<file path="config.mk">
export PLATFORM = sky130hd
export DESIGN_NAME = complex_acc
export DESIGN_NICKNAME = d
export VERILOG_FILES = /design/src/rtl/complex_acc_pkg.sv /design/src/rtl/signed_sat_add.sv /design/src/rtl/complex_acc.sv
export SDC_FILE = /design/constraint.sdc
export NUM_CORES = 1
export LEC_CHECK = 0
export BUFFER_PORTS_ARGS = -buffer_cell sky130_fd_sc_hd__buf_4
export CAP_MARGIN = 15
export CELL_PAD_IN_SITES_DETAIL_PLACEMENT = 0
export CELL_PAD_IN_SITES_GLOBAL_PLACEMENT = 2
export CORE_ASPECT_RATIO = 0.8
export CORE_MARGIN = 2
export CORE_UTILIZATION = 37
export DETAILED_ROUTE_END_ITERATION = 16
export GPL_TIMING_DRIVEN = 0
export PLACE_DENSITY_LB_ADDON = 0.1
export REMOVE_ABC_BUFFERS = 1
export SETUP_SLACK_MARGIN = 0.1
export SKIP_CTS_REPAIR_TIMING = 1
export SYNTH_ARGS = -nofsm -noshare
export SYNTH_HDL_FRONTEND = slang
export SYNTH_HIERARCHICAL = 1
export SYNTH_SLANG_ARGS = --single-unit
</file>
<file path="constraint.sdc">
create_clock -name clk -period 9.45 [get_ports clk]
set_input_delay 1.89 -clock clk [delete_from_list [all_inputs] [get_ports clk]]
set_output_delay 1.89 -clock clk [all_outputs]
set_load 0.01 [all_outputs]
</file>
<file path="src/rtl/complex_acc_pkg.sv">
// -----------------------------------------------------------------------------
// complex_acc_pkg
// Shared definitions for the complex accumulator:
//   - state_e      : integration FSM state encoding
//   - SAT_FULL_W   : working width for the saturation limit helpers
//   - sat_max_f()  : largest signed value representable in w bits
//   - sat_min_f()  : smallest signed value representable in w bits
// The limit helpers return SAT_FULL_W-bit values; callers width-cast the
// result down to their own data width.
// -----------------------------------------------------------------------------
package complex_acc_pkg;

  typedef enum logic [0:0] {
    ST_IDLE = 1'b0,  // no integration open
    ST_ACC  = 1'b1   // integration open
  } state_e;

  localparam int SAT_FULL_W = 128;

  // 2^(w-1)-1, returned in SAT_FULL_W bits
  function automatic logic [SAT_FULL_W-1:0] sat_max_f(input int w);
    logic [SAT_FULL_W-1:0] one_s;
    one_s = 128'd1;
    return (one_s << (w - 1)) - 128'd1;
  endfunction

  // -2^(w-1); the low w bits of ~max are 1 followed by zeros
  function automatic logic [SAT_FULL_W-1:0] sat_min_f(input int w);
    return ~sat_max_f(w);
  endfunction

endpackage : complex_acc_pkg

</file>
<file path="src/rtl/signed_sat_add.sv">
// -----------------------------------------------------------------------------
// signed_sat_add
// Combinational signed adder with saturation to the W-bit signed range.
// Ports:
//   a, b : signed W-bit operands
//   sum  : a + b clamped to [-2^(W-1), 2^(W-1)-1]
//   sat  : high when the true sum fell outside the range and was clamped
// -----------------------------------------------------------------------------
module signed_sat_add
  import complex_acc_pkg::*;
#(
  parameter int W = 48
) (
  input  logic signed [W-1:0] a,
  input  logic signed [W-1:0] b,
  output logic signed [W-1:0] sum,
  output logic                sat
);

  localparam logic [W-1:0] SAT_MAX = W'(sat_max_f(W));
  localparam logic [W-1:0] SAT_MIN = W'(sat_min_f(W));

  logic [W:0] full_s;

  // One guard bit: the W+1-bit sum cannot wrap, and the two top bits
  // disagreeing means the result does not fit in W bits.
  always_comb begin
    full_s = {a[W-1], a} + {b[W-1], b};
    if (full_s[W] != full_s[W-1]) begin
      sat = 1'b1;
      sum = full_s[W] ? SAT_MIN : SAT_MAX;
    end else begin
      sat = 1'b0;
      sum = full_s[W-1:0];
    end
  end

endmodule : signed_sat_add

</file>
<file path="src/rtl/complex_acc.sv">
// -----------------------------------------------------------------------------
// complex_acc
// Integrates a stream of signed complex samples over acc_len valid samples,
// with saturating accumulation and a per-integration overflow flag.
// Ports:
//   clk, rst           : rising-edge clock, async active-high reset
//   din_re, din_im     : signed DIN_WIDTH sample, qualified by din_valid
//   acc_len            : samples per integration (0 behaves as 1), sampled
//                        when an integration opens
//   sync               : one-cycle restart; drops the open partial sum
//   dout_re, dout_im   : signed DOUT_WIDTH integrated sums, held between dumps
//   dout_valid         : one-cycle pulse, the cycle after the closing sample
//   ovf                : saturation happened in the integration presented
// -----------------------------------------------------------------------------
module complex_acc
  import complex_acc_pkg::*;
#(
  parameter int DIN_WIDTH  = 33,
  parameter int DOUT_WIDTH = 48,
  parameter int LEN_WIDTH  = 16
) (
  input  logic                         clk,
  input  logic                         rst,
  input  logic signed [DIN_WIDTH-1:0]  din_re,
  input  logic signed [DIN_WIDTH-1:0]  din_im,
  input  logic                         din_valid,
  input  logic        [LEN_WIDTH-1:0]  acc_len,
  input  logic                         sync,
  output logic signed [DOUT_WIDTH-1:0] dout_re,
  output logic signed [DOUT_WIDTH-1:0] dout_im,
  output logic                         dout_valid,
  output logic                         ovf
);

  // Registered state
  state_e                  state_q, state_d;
  logic [LEN_WIDTH-1:0]    count_q, count_d;
  logic [LEN_WIDTH-1:0]    len_q, len_d;
  logic [DOUT_WIDTH-1:0]   acc_re_q, acc_re_d;
  logic [DOUT_WIDTH-1:0]   acc_im_q, acc_im_d;
  logic                    ovf_flag_q, ovf_flag_d;
  logic [DOUT_WIDTH-1:0]   dout_re_q, dout_re_d;
  logic [DOUT_WIDTH-1:0]   dout_im_q, dout_im_d;
  logic                    dout_valid_q, dout_valid_d;
  logic                    ovf_q, ovf_d;

  // Datapath
  logic                    open_s;
  logic [DOUT_WIDTH-1:0]   din_re_ext_s, din_im_ext_s;
  logic [DOUT_WIDTH-1:0]   add_a_re_s, add_a_im_s;
  logic [DOUT_WIDTH-1:0]   sum_re_s, sum_im_s;
  logic                    sat_re_s, sat_im_s;
  logic [LEN_WIDTH-1:0]    len_eff_s, count_next_s;
  logic                    flag_next_s;

  // A valid sample opens a new integration from IDLE, or restarts one when
  // sync accompanies it; opening adds the sample to zero so it loads as-is.
  always_comb begin
    open_s       = din_valid && ((state_q == ST_IDLE) || sync);
    din_re_ext_s = DOUT_WIDTH'(din_re);
    din_im_ext_s = DOUT_WIDTH'(din_im);
    if (open_s) begin
      add_a_re_s = '0;
      add_a_im_s = '0;
    end else begin
      add_a_re_s = acc_re_q;
      add_a_im_s = acc_im_q;
    end
  end

  signed_sat_add #(.W(DOUT_WIDTH)) u_add_re (
    .a   (add_a_re_s),
    .b   (din_re_ext_s),
    .sum (sum_re_s),
    .sat (sat_re_s)
  );

  signed_sat_add #(.W(DOUT_WIDTH)) u_add_im (
    .a   (add_a_im_s),
    .b   (din_im_ext_s),
    .sum (sum_im_s),
    .sat (sat_im_s)
  );

  // Integration length, sample count and sticky flag as they would stand
  // after accepting the current sample.
  always_comb begin
    if (open_s) begin
      len_eff_s    = (acc_len == {LEN_WIDTH{1'b0}}) ? LEN_WIDTH'(1) : acc_len;
      count_next_s = LEN_WIDTH'(1);
      flag_next_s  = sat_re_s | sat_im_s;
    end else begin
      len_eff_s    = len_q;
      count_next_s = count_q + LEN_WIDTH'(1);
      flag_next_s  = ovf_flag_q | sat_re_s | sat_im_s;
    end
  end

  // Next-state logic for the FSM, accumulators and output registers.
  always_comb begin
    state_d      = state_q;
    count_d      = count_q;
    len_d        = len_q;
    acc_re_d     = acc_re_q;
    acc_im_d     = acc_im_q;
    ovf_flag_d   = ovf_flag_q;
    dout_re_d    = dout_re_q;
    dout_im_d    = dout_im_q;
    dout_valid_d = 1'b0;
    ovf_d        = ovf_q;
    if (din_valid) begin
      acc_re_d = sum_re_s;
      acc_im_d = sum_im_s;
      len_d    = len_eff_s;
      if (count_next_s == len_eff_s) begin
        // Closing sample: dump the sum including this sample and go idle.
        state_d      = ST_IDLE;
        count_d      = '0;
        ovf_flag_d   = 1'b0;
        dout_re_d    = sum_re_s;
        dout_im_d    = sum_im_s;
        dout_valid_d = 1'b1;
        ovf_d        = flag_next_s;
      end else begin
        state_d    = ST_ACC;
        count_d    = count_next_s;
        ovf_flag_d = flag_next_s;
      end
    end else if (sync) begin
      // Restart without a sample: drop the partial sum silently.
      state_d    = ST_IDLE;
      count_d    = '0;
      ovf_flag_d = 1'b0;
    end else begin
      state_d = state_q;
    end
  end

  // State and output registers.
  always_ff @(posedge clk or posedge rst) begin
    if (rst) begin
      state_q      <= ST_IDLE;
      count_q      <= '0;
      len_q        <= '0;
      acc_re_q     <= '0;
      acc_im_q     <= '0;
      ovf_flag_q   <= 1'b0;
      dout_re_q    <= '0;
      dout_im_q    <= '0;
      dout_valid_q <= 1'b0;
      ovf_q        <= 1'b0;
    end else begin
      state_q      <= state_d;
      count_q      <= count_d;
      len_q        <= len_d;
      acc_re_q     <= acc_re_d;
      acc_im_q     <= acc_im_d;
      ovf_flag_q   <= ovf_flag_d;
      dout_re_q    <= dout_re_d;
      dout_im_q    <= dout_im_d;
      dout_valid_q <= dout_valid_d;
      ovf_q        <= ovf_d;
    end
  end

  assign dout_re    = dout_re_q;
  assign dout_im    = dout_im_q;
  assign dout_valid = dout_valid_q;
  assign ovf        = ovf_q;

endmodule : complex_acc

</file>
==> metrics.cfg <==
[status]
outcome=finished, final reports clean

[critical_path]
setup.worst_path.end_class=flip-flop
worst_ep_arrival_time_ns=7.54
critical-path-top-cell-by-count=buf_16
start_kind=input pin
required_time_at_the_endpoint_of_the_critical_path_ns=9.89
worst-setup-path-type=input pin to flip-flop
timing.critical_path.cells=buf_6, buf_16, nand2_4, buf_16, and2_1, ha_1, fa_1, a211oi_1, o21bai_1, o211ai_1, a211oi_2, nor2b_2, o21ai_2, a31o_1, nor2_8, o21ai_0, mux2_2
delay_of_the_slowest_critical_path_stage_ns=0.66
critical-path-top-delay-family=compound AO/OA/AOI/OAI gates
cp_max_fo=62
critical_path_buf_inv_count=3
worst_path_max_delay_cell=nor2_8

[cells_and_area]
utilization_pct=43.8
layout.cells.non_filler=2637
antennaDiodeCount=0
area_growth_syn_to_layout_pct=17.2
layout.nets=2199
final_layout_size_suffix_gt1_share_pct=20.4

[timing]
timing.slew.headroom_pct=42.9
timing.clock.skew_ns=0.00770
finalHoldViolCount=0
unrepaired_setup_endpoints_after_global_routing=no
fmax_ghz=0.141
final.min_clock_period_ns=7.10
finalSetupViolCount=0
pin_slew_with_the_least_headroom_to_its_limit_ns=0.853
final_max_slew_viol_count=0
layout_worst_path_cycle_share_pct=75.2

[placement]
cell_count_after_placement=2587
routabilityCongestion=0.824
detailedPlacementHpwl_mm=33.8
port_buffers=183

[clock_network]
worst_skew_pair.late_latency_ns=0.55
clk_pin_slew_ns=0.06
clock_tree.htree_level_count=1
cts_inserted_buffers=27
clockRootBuffer=clkbuf_16
cts_tree=done
cts_sinks=228
cts-root-to-sink-buffers=3

[die]
initial_core_util_pct=37.3
io_pins=184
die-height_um=193
dieArea_um2=46300
placement_rows=69
die-width_um=240
placeableCoreArea_um2=44200

[synth]
post_synth_main_area_contributors=dfrtp_1 35%, nand2_1 9.1%, ha_1 7.4%
yosys_register_bits=228
synth_flop_cell=dfrtp_1
postSynthAreaPerCell_um2=8.71
synth_top_area_share_pct=34.6
dominant_combinational_cell_family_by_area_after_synthesis=simple AND/OR/NAND/NOR gates
synth_cells=1894
async_flop_share_pct=100
share_of_synthesized_area_occupied_by_flip_flops_and_latches_pct=34.6
yosys.cell_count.top_type=nand2_1
synth.area.mux_share_pct=8.02
synth-warning-count=6
mappedNetlistArea_um2=16500
synth-edff-count=0
synth_xor_area_share_pct=5.91
synthTopCellsByCount=399 x nand2_1, 228 x dfrtp_1, 158 x a21oi_1
synth_top_area_cell=dfrtp_1
synth_cell_type_count=86
synth_simple_gate_area_share_pct=20.2
synth-compound-area-share_pct=19.0
synth_adder_area_share_pct=7.90

[pwr]
worst_ir_drop_vdd_v=0.000210
cellPowerDensity_nw_per_um2=292
p_leak_uw=0.00897

[grt]
tot_gr_track_use_pct=20.3
maximum_number_of_pins_on_one_net_before_global_route_repair=92
grt_pass1_vias=13700
gr-total-overflow=0
first_pass_grt_wire_length_mm=76.1
grt_antenna_before_repair=0

[routing]
wirelength_mm=46.9
vias=13911
dr.pass1.iters=7
antenna_violating_nets_post_route=0
detail_route.wl_per_cell_um=17.8
drt_first_iter_violations=841
viasPerCell=5.28
drc_errors=0

[min_path]
hold_path_class=flip-flop to flip-flop

[run]
maxCapViolCount=0

## metal layers
metal	vias to the layer above	global-route usage, %	part of all wire, %
li1	6903	-	-
met1	6743	29.9	51
met2	229	32.1	44
met3	36	2.86	3.9
met4	0	3.11	1.5
met5	-	0	0
## per-stage QoR
step	total power [uW]	setup TNS [ns]	hold WS, ns	instance area, um^2	setup WS, ns
after global routing	6120	0	0.488	19300	1.86
after detailed placement	4490	0	0.457	18300	1.68
after global placement	4440	-1051.81	0.451	18100	-3.80
after CTS	5700	0	0.471	19300	2.25
final	5640	0	0.463	19300	2.35
after floorplan	3710	0	0.447	15900	1.31
## report_power, final
part	internal (uW)	leakage, uW	switching [uW]
combinational	1320	0.00560	1840
sequential	1220	0.00290	98.9
clock	717	0.000480	440
total	3260	0.00897	2380
## cells in the final DEF (no fill, tap or decap), types with 5 or more instances in the layout
master,synthesis,routed
o31ai_1,8,8
nor2b_1,9,9
inv_1,39,38
a21o_1,37,37
a41oi_1,5,5
mux2_2,106,106
ha_1,97,97
mux2i_1,13,13
and2_1,107,107
maj3_1,5,5
and3_1,17,16
nor2_1,65,65
nor3_1,19,19
o21a_1,12,12
o21ai_2,31,31
o21bai_1,19,19
clkbuf_8,0,11
buf_4,8,183
nand2_1,399,398
buf_8,0,6
o211ai_1,11,11
buf_16,0,5
xor2_1,46,46
clkbuf_16,0,27
a211o_1,10,10
a31oi_1,18,18
dfrtp_1,228,228
o21ai_0,73,73
xnor2_1,59,59
a21oi_1,158,158
and4_1,5,5
nand2b_1,9,9
a211oi_1,9,9
nor4_1,10,10
o21ai_1,30,30
a21boi_0,7,7
nand4_1,24,24
nand3_1,27,27
or3_1,6,6
## final timing paths
kind | from | end | slack (ns) | depth (start not counted)
min | dout_im[27] | dout_im[27] | 0.46 | 2
max in group asynchronous | rst | dout_im[29] | 6.88 | 4
min reg2reg | dout_im[27] | dout_im[27] | 0.46 | 2
min in group asynchronous | rst | dout_re[38] | 1.33 | 2
max | din_valid | acc_im_q[4] | 2.35 | 17
max reg2reg | state_q | acc_im_q[4] | 3.76 | 16
## state kept, by name (all words and copies together) (netlist names)
register	cells
state_q	1
count_q	16
len_q	16
acc_im_q	48
dout_valid	1
ovf_flag_q	1
dout_im	48
dout_re	48
ovf	1
acc_re_q	48
## cell families after synthesis
group / count (synthesis)
fa+ha+maj: 104
mux: 119
flops: 228
compound gates: 477
simple gates: 714
buf+inv: 145
xor+xnor: 107
## tightest hold or removal path, delay by kind of cell (launching register included)
kind / cells / cell delay, ns
and+or+nand+nor: 2 / 0.09
DFF: 1 / 0.34
## layout make-up
type | instances | area, um^2
Timing Repair Buffer | 197 | 1650
Clock buffer | 41 | 838
Multi-Input combinational cell | 1521 | 10100
Inverter | 39 | 154
Tap cell | 603 | 754
Sequential cell | 228 | 5710
Clock inverter | 8 | 149
Fill cell | 4476 | 24900
No activity file was read; power rests on OpenSTA's default activity.
